==> config.mk <==
export PLATFORM = sky130hd
export DESIGN_NAME = shift_right_seq
export DESIGN_NICKNAME = d
export VERILOG_FILES = /design/src/rtl/shift_right_seq.sv
export SDC_FILE = /design/constraint.sdc
export NUM_CORES = 1
export LEC_CHECK = 0
export CAP_MARGIN = 20
export CORE_MARGIN = 4
export CORE_UTILIZATION = 43
export DETAILED_ROUTE_END_ITERATION = 10
export HOLD_SLACK_MARGIN = 0.06
export PLACE_DENSITY = 0.7
export SETUP_SLACK_MARGIN = 0.05
export SYNTH_ARGS = -nofsm -noshare
export SYNTH_HDL_FRONTEND = slang
export SYNTH_SLANG_ARGS = --single-unit
==> constraint.sdc <==
create_clock -name clock -period 6.2 [get_ports clock]
set_input_delay 1.24 -clock clock [delete_from_list [all_inputs] [get_ports clock]]
set_output_delay 1.24 -clock clock [all_outputs]
set_load 0.03 [all_outputs]
==> src/rtl/shift_right_seq.sv <==
// Multi-cycle 32-bit logical/arithmetic right shifter.
// One power-of-two stage (16, 8, 4, 2, 1) is applied per clock.
module shift_right_seq (
    input  logic        clock,
    input  logic        reset,
    input  logic        start,
    input  logic [31:0] operand,
    input  logic [4:0]  shamt,
    input  logic        arith,
    output logic        busy,
    output logic        result_valid,
    output logic [31:0] result
);

    typedef enum logic [1:0] {
        IDLE  = 2'd0,
        SHIFT = 2'd1,
        DONE  = 2'd2
    } state_t;

    state_t      state;
    state_t      state_nx;
    logic [2:0]  stage;
    logic [31:0] data;
    logic [31:0] data_nx;
    logic [4:0]  amt;
    logic        fill;
    logic [31:0] fillw;
    logic        accept;

    assign accept = start && (state != SHIFT);
    assign fillw  = {32{fill}};

    always_ff @(posedge clock) begin
        if (reset) begin
            state <= IDLE;
        end else begin
            state <= state_nx;
        end
    end

    always_comb begin
        state_nx = state;
        unique case (state)
            IDLE:    if (start) state_nx = SHIFT;
            SHIFT:   if (stage == 3'd4) state_nx = DONE;
            DONE:    state_nx = start ? SHIFT : IDLE;
            default: state_nx = IDLE;
        endcase
    end

    // Stage k consumes amt[4-k] with distance 16>>k.
    always_comb begin
        data_nx = data;
        unique case (stage)
            3'd0: if (amt[4]) data_nx = {fillw[15:0], data[31:16]};
            3'd1: if (amt[3]) data_nx = {fillw[7:0], data[31:8]};
            3'd2: if (amt[2]) data_nx = {fillw[3:0], data[31:4]};
            3'd3: if (amt[1]) data_nx = {fillw[1:0], data[31:2]};
            3'd4: if (amt[0]) data_nx = {fillw[0], data[31:1]};
            default: data_nx = data;
        endcase
    end

    always_ff @(posedge clock) begin
        if (reset) begin
            data  <= 32'd0;
            amt   <= 5'd0;
            fill  <= 1'b0;
            stage <= 3'd0;
        end else if (accept) begin
            data  <= operand;
            amt   <= shamt;
            fill  <= arith & operand[31];
            stage <= 3'd0;
        end else if (state == SHIFT) begin
            data  <= data_nx;
            stage <= stage + 3'd1;
        end
    end

    always_comb begin
        busy         = (state == SHIFT);
        result_valid = (state == DONE);
        result       = data;
    end

endmodule
**Word-level counts from Yosys, hierarchy flattened**

Cells that the tools add are included.

- Output and inout bits: 34
- Logic and storage cells: 41
- Bits in registers: 43
- Bits of input ports: 41

- Equal/unequal tests: 14
- Reduce and logical (&&, ||, !) cells: 8
- $add $sub $neg: 1
- Bitwise operators: 1
- Multiplexer cells: 12

Operators with widths:

| operator | count |
|---|---|
| two-way mux 32 bit | 7 |
| one-hot mux 32 bit (5 select lines) | 1 |
| != test 3 bit (second input constant) | 5 |
| AND reduction 7 bit | 1 |
| equality test 3 x 2 -> 1 bit (second input constant) | 2 |
| one-hot mux 2 bit (3 select lines) | 1 |
| nonzero test 6 bit | 1 |
| two-way mux 2 bit | 2 |
| != test 2 x 1 -> 1 bit (second input constant) | 2 |
| adder 3 x 1 -> 3 bit (second input constant) | 1 |
| equality test 3 x 1 -> 1 bit (second input constant) | 1 |
| equality test 3 bit (second input constant) | 1 |
| zero test 3 bit | 1 |
| equality test 2 x 1 -> 1 bit (second input constant) | 1 |
| equality test 2 bit (second input constant) | 1 |
| zero test 2 bit | 1 |
| != test 2 bit (second input constant) | 1 |
| AND reduction 2 bit | 1 |
| nonzero test 2 bit | 1 |
| OR reduction 2 bit | 1 |
| bitwise AND 1 bit | 1 |
| logical AND 1 bit | 1 |
| two-way mux 1 bit | 1 |

**Longest topological paths before layout**

Gate-level depths: netlist (run 1).

- Word-level depth: 4
- Mapped depth: 10
- Depth with buffers taken out: 6

**Worst setup path after synthesis (run 1)**

Ideal clock, no wire load.

- Kind: input port to flip-flop
- Start point: in start
- End point: reg data[0] (netlist: result[0])
- Slack: 3.742 ns
- Required time: 6.055 ns
- Cell stages on the path: 5
- Path buffers: 2
- Library setup time: 0.145 ns
- Arrival time: 2.313 ns
- Cells stage by stage: clkbuf_1 > clkbuf_1 > a221oi_1 > a221oi_1 > a221oi_2

- Cells in the longest elaborated chain, start to end: 3
- Elaborated cells between the ends (all ways): 10
- Classes of those cells: eq/ne: 5; mux: 1; reduce/logical: 4

Ends and longest elaborated chain:

| element | RTL line | source |
|---|---|---|
| start, declared | 6 | `input logic start,` |
| logical AND 1 bit (*) | 31 | `assign accept = start && (state != SHIFT);` |
| nonzero test 6 bit (no source line) (tied with other cells) | - |  |
| AND reduction 7 bit (no source line) | - |  |
| end signal, assigned | 72 | `data <= operand;` |
| end signal, assigned | 77 | `data <= data_nx;` |
| end, declared | 24 | `logic [31:0] data;` |

Mark *: on every way between the ends. The rest lies on a longest branch, timed or not.
A chain may end at the register's enable or synchronous reset.

**Worst setup path in the final report (run 1)**

- Start point: in start
- End point: reg data[9] (netlist: result[9])

The elaborated chain is that of the path after synthesis.

==> key figures, run 1 <==
Synth
  • Synth area leaders: dfxtp_1 26%, a221oi_1 9.4%, a211oi_1 7.4%
  • Register bit count reported by yosys: 43
  • Synth Area in XOR/XNOR: 0
  • Yosys warnings: 0
  • Complex-gate fraction of the synthesized area: 0.481
  • Post-synthesis sequential area ratio: 0.263
  • Synth Flop Type: dfxtp_1
  • Synth cell types: 45
  • FFs w/ async S/R, synth: 0
  • Largest family of logic cells by synthesized area: compound AO/OA/AOI/OAI gates
  • Post-Synth Simple-Gate Area: 0.125
  • Post-synth top cells: 43 x dfxtp_1, 35 x a221oi_1, 32 x a211oi_1
  • Syn_nets: approximately 440
  • Synth Instances: between 300 and 400
  • EDFF count, synth: 0
  • Most frequent cell after synthesis: dfxtp_1
  • Syn Area/Cell: 8.27 sq um
  • Area leader, netlist: dfxtp_1
  • Yosys top cell area share: 0.263
  • Synth Area in Adders: 0.0191
  • Mux cell area share after synthesis: 0.00919
  • Post-Syn Area: roughly 3300 sq um

Clocking
  • CTS root buffer: clkbuf_8
  • Clk slew on worst S/H paths: ~80 ps
  • Post-CTS Resized: 0
  • CTS tree: yes
  • Worst-Skew Late Latency: roughly 300 ps
  • Hold-fix buffers at CTS: 0
  • Htree depth: 2
  • Total CTS buffers: 5
  • Setup bufs post-CTS: 0
  • Clock Path Buffers: 2
  • CTS Sinks: 43

Flow run
  • Max Cap Viol: 0

Worst setup path
  • Crit-path cells: clkdlybuf4s50_1 > clkinv_1 > nor2_4 > buf_4 > a221oi_1 > a221oi_1
  • Largest delay share family, worst path: buffers and inverters
  • Critical path data required time: roughly 6400 ps
  • Nature of the critical path endpoint: flip-flop
  • Crit path largest cell delay: between 1000 and 1500 ps
  • Critical Path Most Common Cell: a221oi_1
  • Crit path arrival time: between 4000 and 5000 ps
  • Critical Path Fanout Max: 32
  • CP Launch Point: start
  • RR Startpoint: stage[2]$_SDFFE_PP0P_
  • Worst path bufs/invs: 3
  • CP startpoint kind: input pin
  • Worst path slowest cell: clkdlybuf4s50_1
  • Critical path type: in2reg

Global route
  • Gr usage total: 0.247
  • Grt total ovfl: 0
  • Largest net degree at the start of global routing: 57
  • Vias in the first global route: about 3,300
  • Initial antenna violation count: 0
  • First-pass GRT wire length: around 18,000 um

Power and ir drop
  • Total power: ~830 uW
  • Combinational Power Share: 0.341
  • Worst vdd ir: 75.6 uV
  • Leakage: between 1 and 1.5 nW
  • Pwr dens: 206 nW/um^2
  • Int Power: about 520 uW
  • Switch Pwr: approximately 310 uW
  • Net Sw Frac: 0.375
  • Seq pwr share: 0.417
  • Clock power share: 0.243

Routing
  • Avg WL per Cell: between 20 and 25 um
  • Via density: 6.79
  • Post-route ant nets: 0
  • Iteration-0 DRC count of the detailed router: approximately 530
  • DRT Pass-1 Iters: 5
  • DRC: 0
  • Vias post-DR: 3,614
  • Post-Route WL: between 10,000 and 15,000 um

Timing
  • Slew HR: 0.219
  • TNS Setup: 0 ps
  • Fmax achieved: 0.231 GHz
  • Setup Skew: between 8 and 9 ps
  • Fin crit share: 0.698
  • Actual slew at the worst max-slew pin: around 1200 ps
  • Max Slew Vio Count: 0
  • Endpoints failing setup: 0
  • RSZ-0062 raised after global routing: no
  • Fin. Hold Viols: 0
  • Final min period: 4330 ps

Placement
  • Port bufs: 74
  • Placer Congestion: ~0.86
  • Hpwl dp: ~7300 um
  • Placed insts: ~520

Layout
  • Finished Layout Cells: around 530
  • Ant diodes: 0
  • Filler cells: between 600 and 700
  • Share of cells above drive strength 1: 0.0878
  • Area grow syn2layout: 23.6%
  • # nets final: around 480

Floorplanning
  • Placement Rows: 31
  • Die area: between 9000 and 10,000 sq um
  • Core ar.: 7330 sq um
  • I/O pin count: 75
  • Initial Utilization: 0.446
  • Die width: around 95 um
  • Die Y: 95.2 um

Outcome
  • Status: finished, final reports clean

Min path
  • Worst Hold Class: reg2reg
  • Launch point of the worst hold path: amt[0]$_SDFFE_PP0P_
[through the flow]
step | worst slack, ps | util | instance area, sq um | hold WS [ps]
detailed placement | 1630 | 0.537 | 3940 | 451
CTS | 1930 | 0.551 | 4040 | 462
floorplan | 3740 | - | 3270 | 432
finish | 1870 | 0.551 | 4040 | 461
global placement | 1730 | 0.537 | 3940 | 447
global route | 1630 | 0.551 | 4040 | 487
[cell usage in the layout (no fill, tap or decap), types with 17 or more instances in the layout]
| cell | instances |
|---|---|
| a211oi_1 | 32 |
| a221oi_1 | 35 |
| a22oi_1 | 25 |
| a32oi_1 | 17 |
| clkdlybuf4s50_1 | 73 |
| dfxtp_1 | 43 |
| inv_1 | 20 |
| nand2_1 | 28 |
| nor2_1 | 20 |
| o21ai_0 | 17 |
[final cells by class]
class | count | area (sq um) | share of cell area
multi-input combinational | 279 | 2080 | 0.515
tap | 99 | 124 | 0.0307
inverter | 21 | 78.8 | 0.0195
clock buffer | 8 | 100 | 0.0248
timing repair buffer | 82 | 796 | 0.197
sequential | 43 | 861 | 0.213
[worst min-delay path, stage by stage (launching register included)]
cell and delay [ps]:
dfxtp_1 320, nand2_1 50, a21oi_1 50
[state kept, by name, indices dropped and copies added (netlist names)]
signal,flops
result,32
state,2
fill,1
stage,3
amt,5
[final timing paths]
| path | slack (ps) | endpoint | cells after the start |
|---|---|---|---|
| worst max-delay path | 1870 | result[9]$_SDFFE_PP0P_ | 6 |
| worst min-delay path | 460 | amt[0]$_SDFFE_PP0P_ | 2 |
| worst max register to register | 2510 | result[10]$_SDFFE_PP0P_ | 8 |
| worst min register to register | 460 | amt[0]$_SDFFE_PP0P_ | 2 |
[power by group through the flow]
stage / Combinational (mW) / Sequential, mW / Clock [mW]
4_1_cts: 0.281 / 0.345 / 0.203
6_report: 0.283 / 0.347 / 0.202
5_1_grt: 0.303 / 0.350 / 0.213
3_5_place_dp: 0.280 / 0.351 / 0
3_3_place_gp: 0.276 / 0.351 / 0
2_1_floorplan: 0.146 / 0.377 / 0
[cells by family (layout without fill, tap and decap cells)]
kind of cell	after synthesis	count (layout)
flops	43	43
buf+inv	73	111
mux	3	3
fa+ha+maj	5	5
simple gates	85	85
compound gates	186	186
[metal layers]
| metal | wire [um] | share of wire | up-vias | track usage |
|---|---|---|---|---|
| met3 | 1040 | 0.092 | 28 | 0.0426 |
| li1 | - | - | 1656 | - |
| met1 | 4970 | 0.44 | 1701 | 0.355 |
| met5 | 0 | 0 | - | 0 |
| met4 | 219 | 0.019 | 0 | 0.0829 |
| met2 | 5070 | 0.45 | 229 | 0.372 |
No activity file was read; power rests on OpenSTA's default activity.
==> run 2, diff against run 1 <==
--- a/config.mk
+++ b/config.mk
@@ -10,7 +10,7 @@
 export CORE_UTILIZATION = 43
 export DETAILED_ROUTE_END_ITERATION = 10
 export HOLD_SLACK_MARGIN = 0.06
-export PLACE_DENSITY = 0.7
+export PLACE_DENSITY = 0.73
 export SETUP_SLACK_MARGIN = 0.05
 export SYNTH_ARGS = -nofsm -noshare
 export SYNTH_HDL_FRONTEND = slang
==> constraint.sdc (replaced) <==
create_clock -name clock -period 3.5 [get_ports clock]
set_input_delay 0.7 -clock clock [delete_from_list [all_inputs] [get_ports clock]]
set_output_delay 0.7 -clock clock [all_outputs]
set_load 0.03 [all_outputs]
==> key figures, run 2 (synthesized netlist as in run 1, its figures left out) <==
Outcome
  • Status: finished, final reports clean

Layout
  • Sequential Area: 861 sq um (unchanged)
  • Area of the multi-input gates: 2080 sq um (unchanged)
  • Commonest non-fill, non-tap cell in the layout: clkdlybuf4s50_1
  • Most frequent cells in the layout: 73 x clkdlybuf4s50_1, 43 x dfxtp_1, 35 x a221oi_1
  • Ant diodes: 0 (unchanged)
  • Filler cells: 652 (-1.1%)
  • Max reg flops: 32 (unchanged)
  • # nets final: 483 (+1.0%)
  • Area grow syn2layout: 24.3%
  • Share of cells above drive strength 1: 0.100 (+0.0127)

Routing
  • Post-route ant nets: 0 (unchanged)
  • DRT Pass-1 Iters: 5 (unchanged)
  • Iteration-0 DRC count of the detailed router: 603 (+15%)
  • Post-Route WL: 11,200 um (-0.95%)
  • Vias post-DR: 3,675 (+1.7%)
  • Via density: 6.84 (+0.74%)
  • Avg WL per Cell: 20.8 um (-1.9%)
  • DRC: 0 (unchanged)

Clocking
  • Total CTS buffers: 5 (unchanged)
  • Post-CTS Resized: 0 (unchanged)
  • Setup bufs post-CTS: 0 (unchanged)
  • Clock Path Buffers: 2 (unchanged)
  • CTS tree: yes
  • Clk slew on worst S/H paths: 90 ps (about the same)
  • Hold-fix buffers at CTS: 0 (unchanged)
  • Htree depth: 2 (unchanged)
  • CTS Sinks: 43 (unchanged)
  • Worst-Skew Late Latency: 300 ps (about the same)
  • CTS root buffer: clkbuf_8

Global route
  • Gr usage total: 0.247 (-0.000705)
  • Vias in the first global route: 3,484 (+4.7%)
  • First-pass GRT wire length: 18,000 um (+1.4%)
  • Largest net degree at the start of global routing: 57 (unchanged)
  • Initial antenna violation count: 0 (unchanged)
  • Grt total ovfl: 0 (unchanged)

Power and ir drop
  • Worst vdd ir: 194 uV (+160%)
  • Pwr dens: 355 nW/um^2 (+73%)
  • Net Sw Frac: 0.388 (+0.0137)
  • Clock power share: 0.223 (-0.020)
  • Combinational Power Share: 0.351 (+0.010)
  • Int Power: 883 uW (+70%)
  • Leakage: 1.30 nW (+1.6%)
  • Seq pwr share: 0.426 (+0.009)
  • Switch Pwr: 561 uW (+80%)

Worst setup path
  • CP startpoint kind: flip-flop
  • Worst path slowest cell: a2111oi_4
  • Crit path largest cell delay: 530 ps (-600 ps)
  • Largest delay share family, worst path: compound AO/OA/AOI/OAI gates
  • Critical Path Fanout Max: 15 (-53%)
  • Worst path bufs/invs: 1 (-2)
  • Critical path data required time: 3700 ps (-2700 ps)
  • Critical path type: reg2reg
  • Nature of the critical path endpoint: flip-flop
  • Crit-path cells: ha_1 > ha_1 > nor2_1 > a2111oi_4 > buf_4 > nand2_2 > a221oi_1
  • Crit path arrival time: 2810 ps (-1720 ps)
  • Critical Path Most Common Cell: ha_1

Timing
  • Actual slew at the worst max-slew pin: 981 ps (-190 ps)
  • RSZ-0062 raised after global routing: no
  • Max Slew Vio Count: 0 (unchanged)
  • Fin crit share: 0.745
  • Setup Skew: 3.40 ps (-5.08 ps)
  • Slew HR: 0.346 (+0.127)
  • Fin. Hold Viols: 0 (unchanged)
  • Final min period: 2610 ps
  • Endpoints failing setup: 0 (unchanged)
  • Fmax achieved: about 0.38 GHz
  • Final Hold Slack: 467 ps (+6.67 ps)
  • TNS Setup: 0 ps (unchanged)

Floorplanning
  • Die Y: 95.2 um (unchanged)
  • Die width: 95.2 um (unchanged)
  • Initial Utilization: 0.446 (unchanged)
  • Die area: 9060 sq um (unchanged)
  • I/O pin count: 75 (unchanged)
  • Core ar.: 7330 sq um (unchanged)
  • Placement Rows: 31 (unchanged)

Min path
  • Worst Hold Class: reg2reg

Placement
  • Port bufs: 74 (unchanged)
  • Placer Congestion: 0.882 (+2.3%)
  • Hpwl dp: 7360 um (+0.47%)

Flow run
  • Max Cap Viol: 0 (unchanged)
-- run 2: cell count changes in the layout (fill, tap and decap cells not counted), sizes merged --
cell,before,now
clkinv,1,4
clkbuf,8,5
buf,9,14
-- run 2: final timing paths --
kind / from / to / slack, ps / depth (start not counted)
min reg2reg: amt[2]$_SDFFE_PP0P_ / amt[2]$_SDFFE_PP0P_ / 470 / 2
min: amt[2]$_SDFFE_PP0P_ / amt[2]$_SDFFE_PP0P_ / 470 / 2
max reg2reg: stage[0]$_SDFFE_PP0P_ / result[6]$_SDFFE_PP0P_ / 890 / 7
max: stage[0]$_SDFFE_PP0P_ / result[6]$_SDFFE_PP0P_ / 890 / 7
-- run 2: worst reg2reg max path: cells and delay by family, from the launching register on --
kind / cells / cell delay, ps
AND/OR/NAND/NOR: 2 / 390
buffers and inverters: 1 / 290
flip-flops: 1 / 410
adder cells (fa/ha/maj): 2 / 520
AO/OA/AOI/OAI: 2 / 890
-- run 2: cell type report --
class | instances | share of cell area
multi-input cells | 279 | 0.512
flip-flops and latches | 43 | 0.212
well taps | 99 | 0.0305
clock buffers | 5 | 0.0169
inverters | 21 | 0.0194
repair buffers | 87 | 0.205
clock inverters | 3 | 0.00370
-- run 2: per-layer routing --
layer / GRT usage / share of wire / up-vias
met4: 0.0950 / 0.024 / 0
met5: 0 / 0 / -
met3: 0.0466 / 0.11 / 30
met2: 0.364 / 0.44 / 264
li1: - / - / 1663
met1: 0.353 / 0.42 / 1718
-- run 2: power groups by stage --
stage | Combinational, mW | Clock (mW) | Sequential (mW)
3_3_place_gp | 0.493 | 0 | 0.623
2_1_floorplan | 0.259 | 0 | 0.667
4_1_cts | 0.503 | 0.328 | 0.611
5_1_grt | 0.541 | 0.346 | 0.621
3_5_place_dp | 0.501 | 0 | 0.622
6_report | 0.507 | 0.321 | 0.615
-- run 2: through the flow --
| step | utilization | instances | power, mW | instance area, sq um | worst slack, ps |
|---|---|---|---|---|---|
| 4_1_cts | 0.554 | 537 | 1.44 | 4060 | 924 |
| 3_3_place_gp | 0.543 | 529 | 1.12 | 3980 | 862 |
| 3_5_place_dp | 0.543 | 529 | 1.12 | 3980 | 747 |
| 5_1_grt | 0.554 | 537 | 1.51 | 4060 | 662 |
| 2_1_floorplan | - | 395 | 0.926 | 3270 | 1340 |
| 6_report | 0.554 | 537 | 1.44 | 4060 | 893 |
